===== config.mk =====
export PLATFORM = sky130hd
export DESIGN_NAME = uart_receiver
export DESIGN_NICKNAME = d
export VERILOG_FILES = /design/src/rtl/uart_receiver.sv
export SDC_FILE = /design/constraint.sdc
export NUM_CORES = 1
export LEC_CHECK = 0
export CORE_MARGIN = 2
export CORE_UTILIZATION = 35
export CTS_BUF_LIST = sky130_fd_sc_hd__clkbuf_16
export DETAILED_ROUTE_END_ITERATION = 7
export PLACE_DENSITY = 0.57
export SLEW_MARGIN = 15
export SYNTH_ARGS = -nofsm -noshare
export SYNTH_HDL_FRONTEND = slang
export SYNTH_SLANG_ARGS = --single-unit

===== constraint.sdc =====
create_clock -name i_CLK -period 5.43 [get_ports i_CLK]
set_input_delay 0.8145 -clock i_CLK [delete_from_list [all_inputs] [get_ports i_CLK]]
set_output_delay 0.8145 -clock i_CLK [all_outputs]
set_load 0.01 [all_outputs]

===== src/rtl/uart_receiver.sv =====
// 8N1 UART receiver: synchronizes i_RX, samples mid-bit, emits one-cycle valid/error strobes.
// Latency: strobe 3+HALF_BAUD-1+9*CLOCKS_PER_BAUD+1 cycles after the pin start edge; no backpressure.
module uart_receiver #(
    parameter int CLOCKS_PER_BAUD = 868,
    parameter int HALF_BAUD       = CLOCKS_PER_BAUD / 2
) (
    input  logic       i_CLK,
    input  logic       i_RESET,
    input  logic       i_RX,
    output logic [7:0] o_DATA_OUT,
    output logic       o_DATA_VALID,
    output logic       o_FRAME_ERROR,
    output logic       o_RX_BUSY
);

    localparam int CNT_W = $clog2(CLOCKS_PER_BAUD);
    localparam logic [CNT_W-1:0] LP_BAUD_LAST = CNT_W'(CLOCKS_PER_BAUD - 1);
    localparam logic [CNT_W-1:0] LP_HALF_LAST = CNT_W'(HALF_BAUD - 1);

    typedef enum logic [1:0] {IDLE, START, DATA, STOP} state_t;

    state_t           r_state;
    logic [CNT_W-1:0] r_baud_cnt;
    logic [2:0]       r_bit_cnt;
    logic [7:0]       r_shift;
    logic             r_rx_meta;
    logic             r_rx_s;
    logic             r_rx_prev;
    logic             w_fall;
    logic             w_baud_last;

    // Flops reset high so a line already idle does not look like a start edge.
    always_ff @(posedge i_CLK) begin
        if (i_RESET) begin
            r_rx_meta <= 1'b1;
            r_rx_s    <= 1'b1;
            r_rx_prev <= 1'b1;
        end else begin
            r_rx_meta <= i_RX;
            r_rx_s    <= r_rx_meta;
            r_rx_prev <= r_rx_s;
        end
    end

    assign w_fall      = r_rx_prev & ~r_rx_s;
    assign w_baud_last = (r_baud_cnt == LP_BAUD_LAST);

    always_ff @(posedge i_CLK) begin
        if (i_RESET) begin
            r_state       <= IDLE;
            r_baud_cnt    <= '0;
            r_bit_cnt     <= 3'd0;
            r_shift       <= 8'h00;
            o_DATA_OUT    <= 8'h00;
            o_DATA_VALID  <= 1'b0;
            o_FRAME_ERROR <= 1'b0;
            o_RX_BUSY     <= 1'b0;
        end else begin
            o_DATA_VALID  <= 1'b0;
            o_FRAME_ERROR <= 1'b0;
            case (r_state)
                IDLE: begin
                    if (w_fall) begin
                        r_state    <= START;
                        r_baud_cnt <= '0;
                        o_RX_BUSY  <= 1'b1;
                    end
                end
                START: begin
                    if (r_baud_cnt == LP_HALF_LAST) begin
                        r_baud_cnt <= '0;
                        if (!r_rx_s) begin
                            r_state   <= DATA;
                            r_bit_cnt <= 3'd0;
                        end else begin
                            // Start bit gone by mid-bit: treat as a glitch.
                            r_state   <= IDLE;
                            o_RX_BUSY <= 1'b0;
                        end
                    end else begin
                        r_baud_cnt <= r_baud_cnt + CNT_W'(1);
                    end
                end
                DATA: begin
                    if (w_baud_last) begin
                        r_baud_cnt <= '0;
                        r_shift    <= {r_rx_s, r_shift[7:1]};
                        r_bit_cnt  <= r_bit_cnt + 3'd1;
                        if (r_bit_cnt == 3'd7) begin
                            r_state <= STOP;
                        end
                    end else begin
                        r_baud_cnt <= r_baud_cnt + CNT_W'(1);
                    end
                end
                STOP: begin
                    if (w_baud_last) begin
                        // Back to IDLE at mid-stop so a following start edge is not missed.
                        r_baud_cnt <= '0;
                        r_state    <= IDLE;
                        o_RX_BUSY  <= 1'b0;
                        if (r_rx_s) begin
                            o_DATA_OUT   <= r_shift;
                            o_DATA_VALID <= 1'b1;
                        end else begin
                            o_FRAME_ERROR <= 1'b1;
                        end
                    end else begin
                        r_baud_cnt <= r_baud_cnt + CNT_W'(1);
                    end
                end
                default: r_state <= IDLE;
            endcase
        end
    end

endmodule

==> results of run 1 <==
## layout make-up
cell class	count	area share (%)
well taps	52	3.36
multi-input cells	129	42.2
repair buffers	13	6.72
clock buffers	5	6.46
flip-flops and latches	37	38.3
inverters	4	0.776
clock inverters	3	2.20
## cell usage in the layout, fill, tap and decap left out, types with 3 or more instances in the layout
cell type and n:
sky130_fd_sc_hd__inv_1 5, sky130_fd_sc_hd__a21oi_1 16, sky130_fd_sc_hd__nor3_1 3, sky130_fd_sc_hd__ha_1 4, sky130_fd_sc_hd__clkbuf_16 5, sky130_fd_sc_hd__dfxtp_1 37, sky130_fd_sc_hd__o21ai_0 3, sky130_fd_sc_hd__nor2_1 27
sky130_fd_sc_hd__nand3_1 6, sky130_fd_sc_hd__mux2i_1 15, sky130_fd_sc_hd__clkdlybuf4s50_1 13, sky130_fd_sc_hd__o31ai_1 3, sky130_fd_sc_hd__a31oi_1 4, sky130_fd_sc_hd__or2_2 3, sky130_fd_sc_hd__nand2b_1 6, sky130_fd_sc_hd__nand2_1 12
## cell families after synthesis
logic type	count (synthesis)	synth area share [%]
flip-flops	37	45.9
multiplexers	15	9.31
AND/OR/NAND/NOR	71	22.5
buffers and inverters	12	3.41
XOR/XNOR	2	1.09
adder cells (fa/ha/maj)	4	3.10
AO/OA/AOI/OAI	37	14.7
## worst min-delay path by stage
stage               slack, ps                end
CTS                       410  r_rx_s$_SDFF_PP1_
finish                    410  r_rx_s$_SDFF_PP1_
floorplan                 390  r_rx_s$_SDFF_PP1_
global route              420  r_rx_s$_SDFF_PP1_
detailed placement        400  r_rx_s$_SDFF_PP1_
global placement          390  r_rx_s$_SDFF_PP1_
## routing by layer
layer | part of all wire (%) | routed length [um] | track usage [%] | up-vias
li1 | - | - | - | 651
met1 | 49 | 1550 | 16.6 | 585
met2 | 47 | 1470 | 20.8 | 13
met3 | 2.0 | 61 | 3.38 | 5
met4 | 1.6 | 50 | 7.34 | 0
met5 | 0 | 0 | 0 | -
## stage by stage
| step | power, uW | hold slack, ps |
|---|---|---|
| 6_report | 634 | 408 |
| 5_1_grt | 661 | 421 |
| 3_5_place_dp | 318 | 398 |
| 2_1_floorplan | 309 | 389 |
| 4_1_cts | 646 | 412 |
| 3_3_place_gp | 317 | 393 |
## report_power, final
part | switching (uW) | total [uW] | internal (uW)
clock | 107 | 322 | 215
combinational | 16.1 | 27.3 | 11.2
sequential | 7.74 | 284 | 276
total | 131 | 634 | 503
## Yosys cell counts, types with 2 or more instances
cell and count:
sky130_fd_sc_hd__nor3_1 3, sky130_fd_sc_hd__ha_1 4, sky130_fd_sc_hd__inv_1 4, sky130_fd_sc_hd__or2_2 3, sky130_fd_sc_hd__a21oi_1 16, sky130_fd_sc_hd__o31ai_1 3
sky130_fd_sc_hd__nand3_1 6, sky130_fd_sc_hd__a31oi_1 4, sky130_fd_sc_hd__o21ai_0 3, sky130_fd_sc_hd__nor2_1 27, sky130_fd_sc_hd__a22o_1 2, sky130_fd_sc_hd__dfxtp_1 37
sky130_fd_sc_hd__nand4bb_1 2, sky130_fd_sc_hd__clkbuf_1 5, sky130_fd_sc_hd__o2111ai_1 2, sky130_fd_sc_hd__nand2b_1 6, sky130_fd_sc_hd__nand2_1 12, sky130_fd_sc_hd__o21ai_1 2
sky130_fd_sc_hd__nor4_1 2, sky130_fd_sc_hd__buf_2 2, sky130_fd_sc_hd__mux2i_1 15, sky130_fd_sc_hd__nand3b_1 2, sky130_fd_sc_hd__xnor2_1 2
## registers in the layout, summed over array words and instances (netlist names), named ones only
name	flops
r_baud_cnt	10
o_DATA_OUT	8
r_shift	8
r_bit_cnt	3
o_DATA_VALID	1
o_FRAME_ERROR	1
o_RX_BUSY	1
r_rx_meta	1
r_rx_prev	1
r_rx_s	1
r_state	1
## critical path: cells and delay by family
family                 cells  cell delay (ps)
buffers and inverters      1              940
AOI/OAI and AO/OA          3             1360
==> results.json, run 1 <==
{
  "status": "finished, final reports clean",
  "final_area_um2": 1940,
  "initial_core_util_pct": 36.8,
  "via_per_inst": 5.16,
  "worst_setup_path_startpoint": "i_RESET",
  "worstRegToRegCells": 6,
  "core_area_um2": 4380,
  "insertedDiodeCount": 0,
  "syn_nets": 185,
  "cts_root_buf": "sky130_fd_sc_hd__clkbuf_16",
  "synth-edff-count": 0,
  "fp.dieH_um": 71.9,
  "synth.area.top_cells": "sky130_fd_sc_hd__dfxtp_1 (46%), sky130_fd_sc_hd__mux2i_1 (9.3%), sky130_fd_sc_hd__nor2_1 (6.3%), sky130_fd_sc_hd__a21oi_1 (5.0%), sky130_fd_sc_hd__ha_1 (3.1%)",
  "cp_slowest_cell": "sky130_fd_sc_hd__clkdlybuf4s50_1",
  "dr_total_vias": 1254,
  "post_layout_nonfiller_instances": 243,
  "firstDrtPassIters": 5,
  "antenna_left": 0,
  "worst-endpoint-required_ps": 5630,
  "clock_sinks": 37,
  "critPathCapture": "r_baud_cnt[7]$_SDFFE_PP0P_",
  "worst_setup_path_start_kind": "input port",
  "wl_um": 3130,
  "worst-r2r-setup-slack_ps": 3060,
  "critical_path.endpoint_type": "flop",
  "area_used_by_sequential_logic_in_the_layout_um2": 741,
  "slew_at_the_pin_with_the_worst_max_slew_slack_ps": 1030,
  "leakage_uw": 0.000775,
  "syn-cell-area_um2": 1610,
  "nNetsFinal": 197,
  "critical-path-max-stage-delay_ps": 940,
  "share_of_post_route_cells_with_drive_strength_above_1_pct": 7.85,
  "slew_headroom_pct": 30.8,
  "setup-violations-final": 0,
  "post_cts_buffers": 0,
  "cts-htree-levels": 2,
  "ys_types": 37,
  "vias_in_the_first_global_route": 1187,
  "hold_start": "r_rx_meta$_SDFF_PP1_",
  "postSynthRegisterBits": 37,
  "min_path_cells": 1,
  "remaining_drc_errors": 0,
  "post-place-ws_ps": 2240,
  "synthFlopType": "sky130_fd_sc_hd__dfxtp_1",
  "final_core_utilization_pct": 44.1,
  "synthDominantAreaCellType": "sky130_fd_sc_hd__dfxtp_1",
  "setup_ws_ps": 2510,
  "chipWidth_um": 71.9,
  "timing.rr.start": "r_baud_cnt[0]$_SDFFE_PP0P_",
  "wire_length_of_the_first_global_routing_pass_um": 5320,
  "worstPathArrival_ps": 3120,
  "ir_drop_mv": 0.233,
  "cts-buffers-inserted": 5,
  "dpl_cell_area_um2": 1770,
  "grt-ovfl-total": 0,
  "critical_path_peak_fanout": 32,
  "place.gp.congestion": 0.888,
  "critical_path_class": "in2reg",
  "area_growth_syn_to_layout_pct": 20.0,
  "worstSkewPairLatency_ps": 280,
  "report.final.slew_viol_count": 0,
  "cts_tree": "built",
  "grtUsageTotal_pct": 13.2,
  "dp_hpwl_um": 2190,
  "worst_clock_skew_ps": 3.41,
  "io_pins": 14,
  "avg_inst_size_synth_um2": 9.06,
  "total_power_divided_by_cell_area_nw_per_um2": 327,
  "cts_max_path_buffers": 2,
  "cts-hold-fix-buffers": 0,
  "fin_crit_ps": 2920,
  "synth_sequential_area_ratio_pct": 45.9,
  "synth_top_area_share_pct": 45.9,
  "cap_violations": 0,
  "total_area_of_multi_input_combinational_cells_um2": 817,
  "detailedRoute.firstIterationViolations": 44,
  "terminus_of_the_critical_flop_to_flop_path": "o_DATA_OUT[2]$_SDFFE_PP0P_",
  "fin_tns_setup_ps": 0,
  "period_share_pct": 53.9,
  "clk_transition_reported_paths_ps": 60,
  "synth_warnings": 0,
  "wl_per_cell_um": 12.9,
  "cts_repair_resize_count": 0,
  "grt_max_degree": 33,
  "grt_setup_unrepaired": "no",
  "grt_antenna_before_repair": 0,
  "min-delay-path-class": "reg2reg",
  "timing.fmax_ghz": 0.342,
  "final-hold-violation-count": 0,
  "worstPathCellList": "clkdlybuf4s50_1 > a21oi_1 > o21ai_0 > a31oi_1",
  "fillCellCount": 421,
  "asyncSetResetFlopFracSynth_pct": 0,
  "num_rows": 24,
  "dpl.cell_count": 235,
  "buffers_added_on_ports": 13,
  "design.die.area_um2": 5170,
  "syn-instance-count": 178
}
No activity file was read; power rests on OpenSTA's default activity.
==> inputs of run 2 (changes only) <==
Clock period 5.43 ns to 2.9 ns, I/O delays scaled along.
==> run 2 against run 1 <==
- setup slack worse by 1900 ps
- clock power up 57%
- clock skew down 0.64 ps
- critical path depth up 2
- largest power group is now registers
==> results.json, run 2 (synthesis gave the netlist of run 1 again) <==
{
  "initial_core_util_pct": 36.8,
  "clock_sinks": 37,
  "grt_max_degree": 32,
  "detailedRoute.firstIterationViolations": 96,
  "fillCellCount": 429,
  "via_per_inst": 5.28,
  "total_power_divided_by_cell_area_nw_per_um2": 569,
  "insertedDiodeCount": 0,
  "worstPathArrival_ps": 2450,
  "period_share_pct": 79.1,
  "grt-ovfl-total": 0,
  "area_growth_syn_to_layout_pct": 18.7,
  "registers_with_the_most_flip_flops": "r_baud_cnt x10, o_DATA_OUT x8, r_shift x8",
  "maxUsedRoutingLayer": "met4",
  "worstSkewPairLatency_ps": 270,
  "cts_repair_resize_count": 0,
  "buffers_added_on_ports": 13,
  "grt_antenna_before_repair": 0,
  "timing.fmax_ghz": 0.436,
  "met2RoutedLength_um": 1530,
  "core_area_um2": 4380,
  "cts_root_buf": "sky130_fd_sc_hd__clkbuf_16",
  "total_area_of_multi_input_combinational_cells_um2": 817,
  "flip_flop_count_of_the_largest_register_all_copies_and_words_added": 10,
  "min-delay-path-class": "reg2reg",
  "antenna_left": 0,
  "share_of_post_route_cells_with_drive_strength_above_1_pct": 8.33,
  "dpl.cell_count": 236,
  "highest_count_cells_in_the_layout_ignoring_fill_and_taps": "sky130_fd_sc_hd__dfxtp_1 (37), sky130_fd_sc_hd__nor2_1 (27), sky130_fd_sc_hd__a21oi_1 (16)",
  "cts-hold-fix-buffers": 0,
  "area_used_by_sequential_logic_in_the_layout_um2": 741,
  "grt_setup_unrepaired": "no",
  "fp.dieH_um": 71.9,
  "cts_tree": "built",
  "cts-htree-levels": 2,
  "post_cts_buffers": 0,
  "total_power_uw": 1090,
  "worst_setup_path_start_kind": "flop",
  "critical_path_peak_fanout": 12,
  "final_core_utilization_pct": 43.7,
  "slew_headroom_pct": 43.0,
  "dp_hpwl_um": 2250,
  "wl_um": 3200,
  "design.die.area_um2": 5170,
  "slew_at_the_pin_with_the_worst_max_slew_slack_ps": 855,
  "post_layout_nonfiller_instances": 244,
  "dr_total_vias": 1288,
  "report.final.slew_viol_count": 0,
  "chipWidth_um": 71.9,
  "met1_length_um": 1530,
  "vias_in_the_first_global_route": 1206,
  "nNetsFinal": 198,
  "leakage_uw": 0.000769,
  "ir_drop_mv": 0.358,
  "setup-violations-final": 0,
  "fin_tns_setup_ps": 0,
  "firstDrtPassIters": 4,
  "critical_path.endpoint_type": "flop",
  "critical_path_class": "reg2reg",
  "worst-endpoint-required_ps": 3050,
  "remaining_drc_errors": 0,
  "status": "finished, final reports clean",
  "top_register": "r_baud_cnt",
  "clk_transition_reported_paths_ps": 50,
  "place.gp.congestion": 0.905,
  "cts_max_path_buffers": 2,
  "fin_crit_ps": 2290,
  "cap_violations": 0,
  "wire_length_of_the_first_global_routing_pass_um": 5460,
  "num_rows": 24,
  "cts-buffers-inserted": 5,
  "final-hold-violation-count": 0,
  "final_common_cell": "sky130_fd_sc_hd__dfxtp_1",
  "grtUsageTotal_pct": 13.4,
  "worst-r2r-setup-slack_ps": 610,
  "fin_worst_hold_slack_ps": 408,
  "io_pins": 14,
  "met3_wirelength_um": 91,
  "worst_clock_skew_ps": 2.77,
  "wl_per_cell_um": 13.1
}
run 2: cell count changes in the layout (fill, tap and decap cells not counted), sizes merged:
cell / delta
bufinv: -1
buf: +1
clkinv: +1
run 2: per-stage QoR:
| stage | setup WS (ps) | cell area, um2 |
|---|---|---|
| finish | 605 | 1910 |
| global route | 415 | 1910 |
| CTS | 628 | 1910 |
| detailed placement | 633 | 1780 |
| global placement | 748 | 1780 |
| floorplan | 1140 | 1610 |
run 2: final timing paths:
kind              cells past startpoint                  startpoint                    endpoint
setup / recovery                      6  r_baud_cnt[0]$_SDFFE_PP0P_  r_baud_cnt[9]$_SDFFE_PP0P_
hold / removal                        1        r_rx_meta$_SDFF_PP1_           r_rx_s$_SDFF_PP1_
setup reg to reg                      6  r_baud_cnt[0]$_SDFFE_PP0P_  r_baud_cnt[9]$_SDFFE_PP0P_
hold reg to reg                       1        r_rx_meta$_SDFF_PP1_           r_rx_s$_SDFF_PP1_
run 2: area by class of cell:
type	instances	area share, %
multi-input combinational	129	42.7
sequential	37	38.7
timing repair buffer	14	7.19
clock buffer	5	6.54
tap	52	3.40
inverter	4	0.784
clock inverter	3	0.719
run 2: report_power, final:
| part | internal, uW | leakage, uW | switching, uW |
|---|---|---|---|
| Clock | 312 | 0.0000748 | 193 |
| Combinational | 21.9 | 0.000395 | 30.8 |
| Sequential | 517 | 0.000299 | 14.2 |
| Total | 851 | 0.000769 | 238 |
run 2: layer usage:
| layer | vias up | GRT usage (%) |
|---|---|---|
| met2 | 24 | 21.1 |
| met1 | 599 | 17.7 |
| met3 | 7 | 2.95 |
| met5 | - | 0 |
| li1 | 658 | - |
| met4 | 0 | 5.66 |
run 2: worst max-delay path, cell delays in order, from the launching register on:
cell	delay, ps
sky130_fd_sc_hd__dfxtp_1	420
sky130_fd_sc_hd__ha_1	250
sky130_fd_sc_hd__nand4bb_1	300
sky130_fd_sc_hd__o31ai_1	440
sky130_fd_sc_hd__a21oi_1	350
sky130_fd_sc_hd__a41oi_1	350
sky130_fd_sc_hd__a31oi_1	60
